## src/rtl/run_controller.sv

```systemverilog
// Run sequencer: holds the CPU in reset after start, runs it, and stops on PC halt or cycle-limit timeout.
// Optional halt detection is compiled in with RUN_CONTROLLER_HALT_DETECT_EN.
module run_controller #(
    parameter int RESET_CYCLES = 4,
    parameter int MAX_CYCLES   = 250,
    parameter int CNT_WIDTH    = 32,
    parameter int PC_WIDTH     = 27,
    parameter int HALT_WINDOW  = 8
) (
    input  logic                 clk,
    input  logic                 reset,
    input  logic                 start,
    input  logic [PC_WIDTH-1:0]  pc,
    input  logic                 pc_valid,
    output logic                 cpu_reset,
    output logic                 running,
    output logic                 done,
    output logic                 timeout,
    output logic [CNT_WIDTH-1:0] cycle_count
);
    // state        | meaning
    // S_IDLE       | waiting for start, CPU held in reset
    // S_RESET_HOLD | CPU held in reset for RESET_CYCLES cycles
    // S_RUN        | CPU released, counting cycles and watching pc
    // S_HALTED     | pc stayed put for HALT_WINDOW valid cycles (sticky)
    // S_TIMEOUT    | MAX_CYCLES run cycles elapsed without halt (sticky)
    typedef enum logic [2:0] {
        S_IDLE,
        S_RESET_HOLD,
        S_RUN,
        S_HALTED,
        S_TIMEOUT
    } state_t;

    localparam int HOLD_W = (RESET_CYCLES > 1) ? $clog2(RESET_CYCLES) : 1;
    localparam logic [HOLD_W-1:0]    HOLD_LOAD = HOLD_W'(RESET_CYCLES - 1);
    localparam logic [CNT_WIDTH-1:0] CNT_MAX   = '1;
    localparam logic [CNT_WIDTH-1:0] CNT_LAST  = CNT_WIDTH'(MAX_CYCLES - 1);

    state_t               state_q, state_d;
    logic [HOLD_W-1:0]    hold_q, hold_d;
    logic [CNT_WIDTH-1:0] count_q, count_d;
    logic                 cpu_reset_q, cpu_reset_d;
    logic                 running_q, running_d;
    logic                 done_q, done_d;
    logic                 timeout_q, timeout_d;
    logic                 start_accept;
    logic                 halt_hit;

    assign start_accept = start && (state_q == S_IDLE || state_q == S_HALTED ||
                                    state_q == S_TIMEOUT);

`ifdef RUN_CONTROLLER_HALT_DETECT_EN
    localparam int MATCH_W = $clog2(HALT_WINDOW + 1);

    logic [PC_WIDTH-1:0] last_pc_q, last_pc_d;
    logic                seeded_q, seeded_d;
    logic [MATCH_W-1:0]  match_q, match_d;

    // seeded_q keeps the first valid pc of a run from matching a stale last_pc
    always_comb begin
        last_pc_d = last_pc_q;
        seeded_d  = seeded_q;
        match_d   = match_q;
        halt_hit  = 1'b0;
        if (start_accept) begin
            last_pc_d = '0;
            seeded_d  = 1'b0;
            match_d   = '0;
        end else if (state_q == S_RUN && pc_valid) begin
            if (seeded_q && pc == last_pc_q) begin
                match_d = match_q + MATCH_W'(1);
            end else begin
                last_pc_d = pc;
                seeded_d  = 1'b1;
                match_d   = MATCH_W'(1);
            end
            halt_hit = (match_d == MATCH_W'(HALT_WINDOW));
        end
    end

    always_ff @(posedge clk or posedge reset) begin
        if (reset) begin
            last_pc_q <= '0;
            seeded_q  <= 1'b0;
            match_q   <= '0;
        end else begin
            last_pc_q <= last_pc_d;
            seeded_q  <= seeded_d;
            match_q   <= match_d;
        end
    end
`else
    logic unused_pc_inputs;
    assign unused_pc_inputs = ^{pc, pc_valid};
    assign halt_hit = 1'b0;
`endif

    always_comb begin
        state_d = state_q;
        hold_d  = hold_q;
        count_d = count_q;
        case (state_q)
            S_IDLE, S_HALTED, S_TIMEOUT: begin
                if (start_accept) begin
                    state_d = S_RESET_HOLD;
                    hold_d  = HOLD_LOAD;
                    count_d = '0;
                end
            end
            S_RESET_HOLD: begin
                if (hold_q == '0) state_d = S_RUN;
                else              hold_d  = hold_q - HOLD_W'(1);
            end
            S_RUN: begin
                // halt wins over a coincident timeout and freezes the count as-is
                if (halt_hit) begin
                    state_d = S_HALTED;
                end else begin
                    if (count_q != CNT_MAX) count_d = count_q + CNT_WIDTH'(1);
                    if (count_q == CNT_LAST) state_d = S_TIMEOUT;
                end
            end
            default: state_d = S_IDLE;
        endcase

        cpu_reset_d = (state_d != S_RUN);
        running_d   = (state_d == S_RUN);
        done_d      = (state_d == S_HALTED);
        timeout_d   = (state_d == S_TIMEOUT);
    end

    always_ff @(posedge clk or posedge reset) begin
        if (reset) begin
            state_q     <= S_IDLE;
            hold_q      <= '0;
            count_q     <= '0;
            cpu_reset_q <= 1'b1;
            running_q   <= 1'b0;
            done_q      <= 1'b0;
            timeout_q   <= 1'b0;
        end else begin
            state_q     <= state_d;
            hold_q      <= hold_d;
            count_q     <= count_d;
            cpu_reset_q <= cpu_reset_d;
            running_q   <= running_d;
            done_q      <= done_d;
            timeout_q   <= timeout_d;
        end
    end

    assign cpu_reset   = cpu_reset_q;
    assign running     = running_q;
    assign done        = done_q;
    assign timeout     = timeout_q;
    assign cycle_count = count_q;

endmodule

```

## config.mk

```make
export PLATFORM = sky130hd
export DESIGN_NAME = run_controller
export DESIGN_NICKNAME = d
export VERILOG_FILES = /design/src/rtl/run_controller.sv
export SDC_FILE = /design/constraint.sdc
export NUM_CORES = 1
export LEC_CHECK = 0
export BUFFER_PORTS_ARGS = -buffer_cell sky130_fd_sc_hd__buf_4
export CAP_MARGIN = 5
export CORE_UTILIZATION = 47
export CTS_CLUSTER_DIAMETER = 60
export DETAILED_ROUTE_END_ITERATION = 8
export PLACE_DENSITY_LB_ADDON = 0.3
export SETUP_SLACK_MARGIN = 0.3
export SYNTH_ARGS = -nofsm -noshare
export SYNTH_HDL_FRONTEND = slang
export SYNTH_SLANG_ARGS = --single-unit
```

## constraint.sdc

```tcl
create_clock -name clk -period 1.95 [get_ports clk]
set_input_delay 0.39 -clock clk [delete_from_list [all_inputs] [get_ports clk]]
set_output_delay 0.39 -clock clk [all_outputs]
set_load 0.1 [all_outputs]
```

Yosys cells after proc, flatten, opt, wreduce, memory -nomap -nowiden --
Cells that the tools add are included.
Word-level totals: register bits 41, output and inout bits 36, word-level logic and storage cells 42
Cells by class: $add $sub $neg 2, eq/ne operators 13, multiplexer cells 10, reductions and logical operators 10
Operators by type and width (number):
- 32-bit 2-to-1 mux | 2
- 32-bit one-hot mux with 2 select lines | 1
- 32-bit by 1-bit adder with 32-bit output, second input constant | 1
- 32-bit by 8-bit equality test with 1-bit output, second input constant | 1
- 32-bit != test, second input constant | 1
- 3-bit by 2-bit equality test with 1-bit output, second input constant | 4
- 3-bit 2-to-1 mux | 3
- 3-bit one-hot mux with 3 select lines | 1
- 3-bit equality test, second input constant | 2
- 2-bit != test, second input constant | 3
- 3-bit AND reduction | 2
- 2-bit 2-to-1 mux | 2
- 2-bit one-hot mux with 2 select lines | 1
- 2-bit nonzero test | 2
- 3-bit by 1-bit equality test with 1-bit output, second input constant | 1
- 3-bit zero test | 1
- 3-bit by 2-bit != test with 1-bit output, second input constant | 1
- 3-bit OR reduction | 1
- 2-bit zero test | 1
- 1-bit logical OR | 2
- 2-bit by 1-bit subtractor with 2-bit output, second input constant | 1
- 1-bit logical AND | 1

Depth between registers and ports, before layout --
depth after elaboration 7, mapped depth 8

Least setup slack after synthesis --
Ideal clock, no wire load.
path type register -> register, start register count_q[0] (netlist: cycle_count[0]), end register count_q[8] (netlist: cycle_count[8]), library setup time 125 ps, data arrival time 2555 ps, required time 1825 ps, slack -730 ps, stages on the path, launching flop included 8, path buffers 1, cell sequence dfrtp_1 -> ha_1 -> nand3_1 -> nor4_1 -> buf_2 -> a211oi_1 -> and2_1 -> mux2_2
Between the ends: cells in the longest elaborated chain, start to end 3
Ends and longest elaborated chain:
- start, declared | line 42 | logic [CNT_WIDTH-1:0] count_q, count_d;
- start signal, assigned | line 145 | count_q <= count_d;
- 32-bit by 1-bit adder with 32-bit output / 32-bit != test (equally long branches) | line 120 | if (count_q != CNT_MAX) count_d = count_q + CNT_WIDTH'(1);
- 32-bit 2-to-1 mux / 2-bit != test (equally long branches)
- 32-bit one-hot mux with 2 select lines / 3-bit AND reduction (equally long branches)
Parallel ways exist; a longest one is shown, timed or not. The select of a mux whose other input is x is not followed. A chain may end at the register's enable or synchronous reset.

Worst setup path after layout --
start register count_q[8] (netlist: cycle_count[8]), end register state_q[1]
Between the ends: cells in the longest elaborated chain, start to end 3
Ends and longest elaborated chain:
- 32-bit by 8-bit equality test with 1-bit output | line 121 | if (count_q == CNT_LAST) state_d = S_TIMEOUT;
- 3-bit 2-to-1 mux | line 121
- 3-bit one-hot mux with 3 select lines | line 103 | case (state_q)
- net state_d[1] | line 40 | state_t state_q, state_d;
- end signal, assigned | line 143 | state_q <= state_d;
- end, declared | line 40
The timed path passes the listed nets, and every way through them passes these cells.

==> summary.txt <==
Run status
  • Status: finished with violations
  • Failing checks: negative setup slack

Pwr
  • Worst vdd ir: 0.379 mV
  • Pwr Density: 373 mW/mm^2
  • P_leak: 1.53 nW

Die
  • Initial Util: 0.500
  • Die Ht: 73.8 um
  • Core Footprint: 0.00485 mm^2
  • # rows: 25
  • Chip width: 73.8 um
  • Die ar.: 0.00544 mm^2
  • I/O pin count: 67

Yosys
  • Top-count cell post-synth: dfrtp_1
  • Async SR Flop Fraction: 1.00
  • Area leader, netlist: dfrtp_1
  • Mapped Cells: 268
  • Post-synth net total: 302
  • Top cell type's share of synthesized area: 0.413
  • Post-synth top cells: 40 x dfrtp_1, 29 x o21ai_0, 19 x nand4_1
  • Top FF cell, synth: dfrtp_1
  • Cell Area, Synth: 0.00242 mm^2
  • Seq cells post-synth: 41
  • Synth top area cells: dfrtp_1 41%, o21ai_0 6.0%, nand4_1 4.9%
  • Syn Area/Cell: 9.04 um^2
  • Synth unique cells: 54
  • Sequential element share of the synthesized area: 0.424
  • EDFF count, synth: 0
  • Ys Warns: 0

Flow run
  • MaxCap Viol Count: 0

Worst setup path
  • Worst Setup End Kind: flip-flop
  • Critical Path AT: 2.27 ns
  • Buf+Inv Stages, Crit Path: 0
  • Critical-path top delay cell: dfrtp_4
  • Setup CP Type: reg -> reg
  • Crit-path max cell delay: 0.53 ns
  • Worst Setup Start Kind: flip-flop
  • Top Family by Delay on Critical Path: simple AND/OR/NAND/NOR gates
  • Worst Path Required: 2.14 ns
  • Critical Path, Cell by Cell: nor4_1 > nand4_1 > o311ai_2 > a21oi_2 > or2_4
  • Crit-path max FO: 5

Global route
  • Grt ovf: 0
  • Vias in the first global route: 2569
  • Largest net degree at the start of global routing: 42
  • GRT Util Overall: 0.293
  • First-pass GRT wire length: 12.2 mm
  • Antenna violations before repair: 0

Place
  • Placed Area: 0.00325 mm^2
  • DP HPWL: 5.00 mm
  • Cells after DPL: 402
  • PortBufs: 38
  • GPL Wtd Cong: 0.907

Cells and area
  • Post-Layout Cell Count: 432
  • Design Area, Final: 0.00382 mm^2
  • Antenna diode count: 0
  • Area Growth Syn to Fin: 57.7%
  • Fraction of layout cells with a size suffix above 1: 0.559
  • Final Net Count: 398

Route
  • Total Routed Length: 8.39 mm
  • Drt wl/cell: 19.4 um
  • Post-route ant nets: 0
  • First DRT Iteration DRCs: 266
  • Via density: 6.37
  • DR DRC count: 0
  • Vias: 2750
  • 1st-pass router iterations: 5

Clock tree
  • H-tree Lvls: 2
  • Clk sinks: 41
  • CTS tree: yes
  • Hold_buf cts: 0
  • TritonCTS Buffers: 5
  • Clock Root Buffer: clkbuf_8
  • Max Buffers Root-to-Sink: 2
  • Skew-Pair Late Insertion Delay: 0.30 ns
  • Reg clk slew, reported paths: 0.08 ns

STA
  • Hold Vio Cnt, Final: 0
  • Fin. max-slew vios: 0
  • Post-route worst setup slack: -0.132 ns
  • Unrepaired setup endpoints after global routing: yes
  • Final min period: 2.08 ns
  • Skew final: 0.00615 ns
  • Setup violators final: 6
  • Slew @ Worst Pin: 0.531 ns
  • Slew Limit Headroom: 0.646
  • FMAX: 0.480 GHz
  • Period utilization: 1.07
  • Hold slack: 0.224 ns

Worst hold path
  • Worst Hold Class: in -> async
## cell usage in the layout, fill, tap and decap left out, types with 4 or more instances in the layout
cell type,count
buf_4,85
nor2_1,6
o21ai_1,19
o21ai_2,8
dfrtp_1,8
buf_6,13
inv_1,11
clkbuf_8,5
and3_4,4
dfrtp_4,31
a31oi_1,4
nand2_1,15
a21oi_1,9
nand2b_1,4
nand3_1,12
nand4_1,19
a21oi_2,6
## layer usage
metal | track usage | up-vias | wire, um
met1 | 0.386 | 1356 | 3450
met4 | 0.111 | 0 | 228
met2 | 0.477 | 135 | 4240
met3 | 0.0549 | 26 | 481
met5 | 0 | - | 0
li1 | - | 1233 | -
## layout make-up
type	count	area [um^2]
multi-input cells	201	1610
flip-flops and latches	41	1140
fillers	314	1030
repair buffers	102	850
well taps	67	83.8
clock buffers	6	72.6
inverters	13	48.8
clock inverters	2	10.0
## final timing paths
kind,startpoint,endpoint,slack (ns),depth (start not counted)
setup / recovery,cycle_count[8],state_q[1],-0.13,5
hold / removal,reset,cycle_count[23],0.22,3
setup reg to reg,cycle_count[8],state_q[1],-0.13,5
hold reg to reg,hold_q[0],hold_q[0],0.47,1
max in group asynchronous,reset,cycle_count[5],1.32,3
min in group clk,start,done,0.40,3
## worst min-delay path, delay by kind of cell
kind                   cells  cell delay, ns
buffers and inverters      3            0.58
## where the power goes
| group | internal, mW | total, mW | switching [mW] |
|---|---|---|---|
| Combinational | 0.00481 | 0.0231 | 0.0183 |
| Sequential | 0.848 | 0.848 | 0 |
| Clock | 0.248 | 0.553 | 0.305 |
## logic make-up after synthesis
kind of cell               Yosys count  synth area share
buffers and inverters               26            0.0511
adders and majority gates            3            0.0155
and+or+nand+nor                    112             0.277
DFF                                 41             0.424
muxes                                3            0.0129
xor gates and xnor gates             1           0.00362
AOI/OAI and AO/OA                   82             0.215
## timing repair
action / 4_1_cts / 5_1_grt
cloned: 0 / 2
endpoints found under the hold margin: 0 / 0
endpoints found under the setup margin: 38 / 38
pin swaps: 6 / 17
setup buffers: 7 / 13
gates resized for setup: 26 / 47
## metrics by stage
| stage | TNS (ns) | setup WS [ns] | power [mW] | utilization |
|---|---|---|---|---|
| CTS | 0 | 0.0127 | 1.44 | 0.719 |
| finish | -0.257 | -0.132 | 1.42 | 0.788 |
| global route | -0.649 | -0.154 | 1.46 | 0.788 |
| floorplan | -1.08 | -0.111 | 0.882 | - |
| global placement | -0.304 | -0.201 | 0.892 | 0.671 |
| detailed placement | -0.279 | -0.181 | 0.892 | 0.671 |
## sequential cells by signal, indices dropped and copies added, names as in the netlist
name / cells
cycle_count: 32
state_q: 3
hold_q: 2
cpu_reset: 1
done: 1
running: 1
timeout: 1
(Power assumes the default switching activity.)
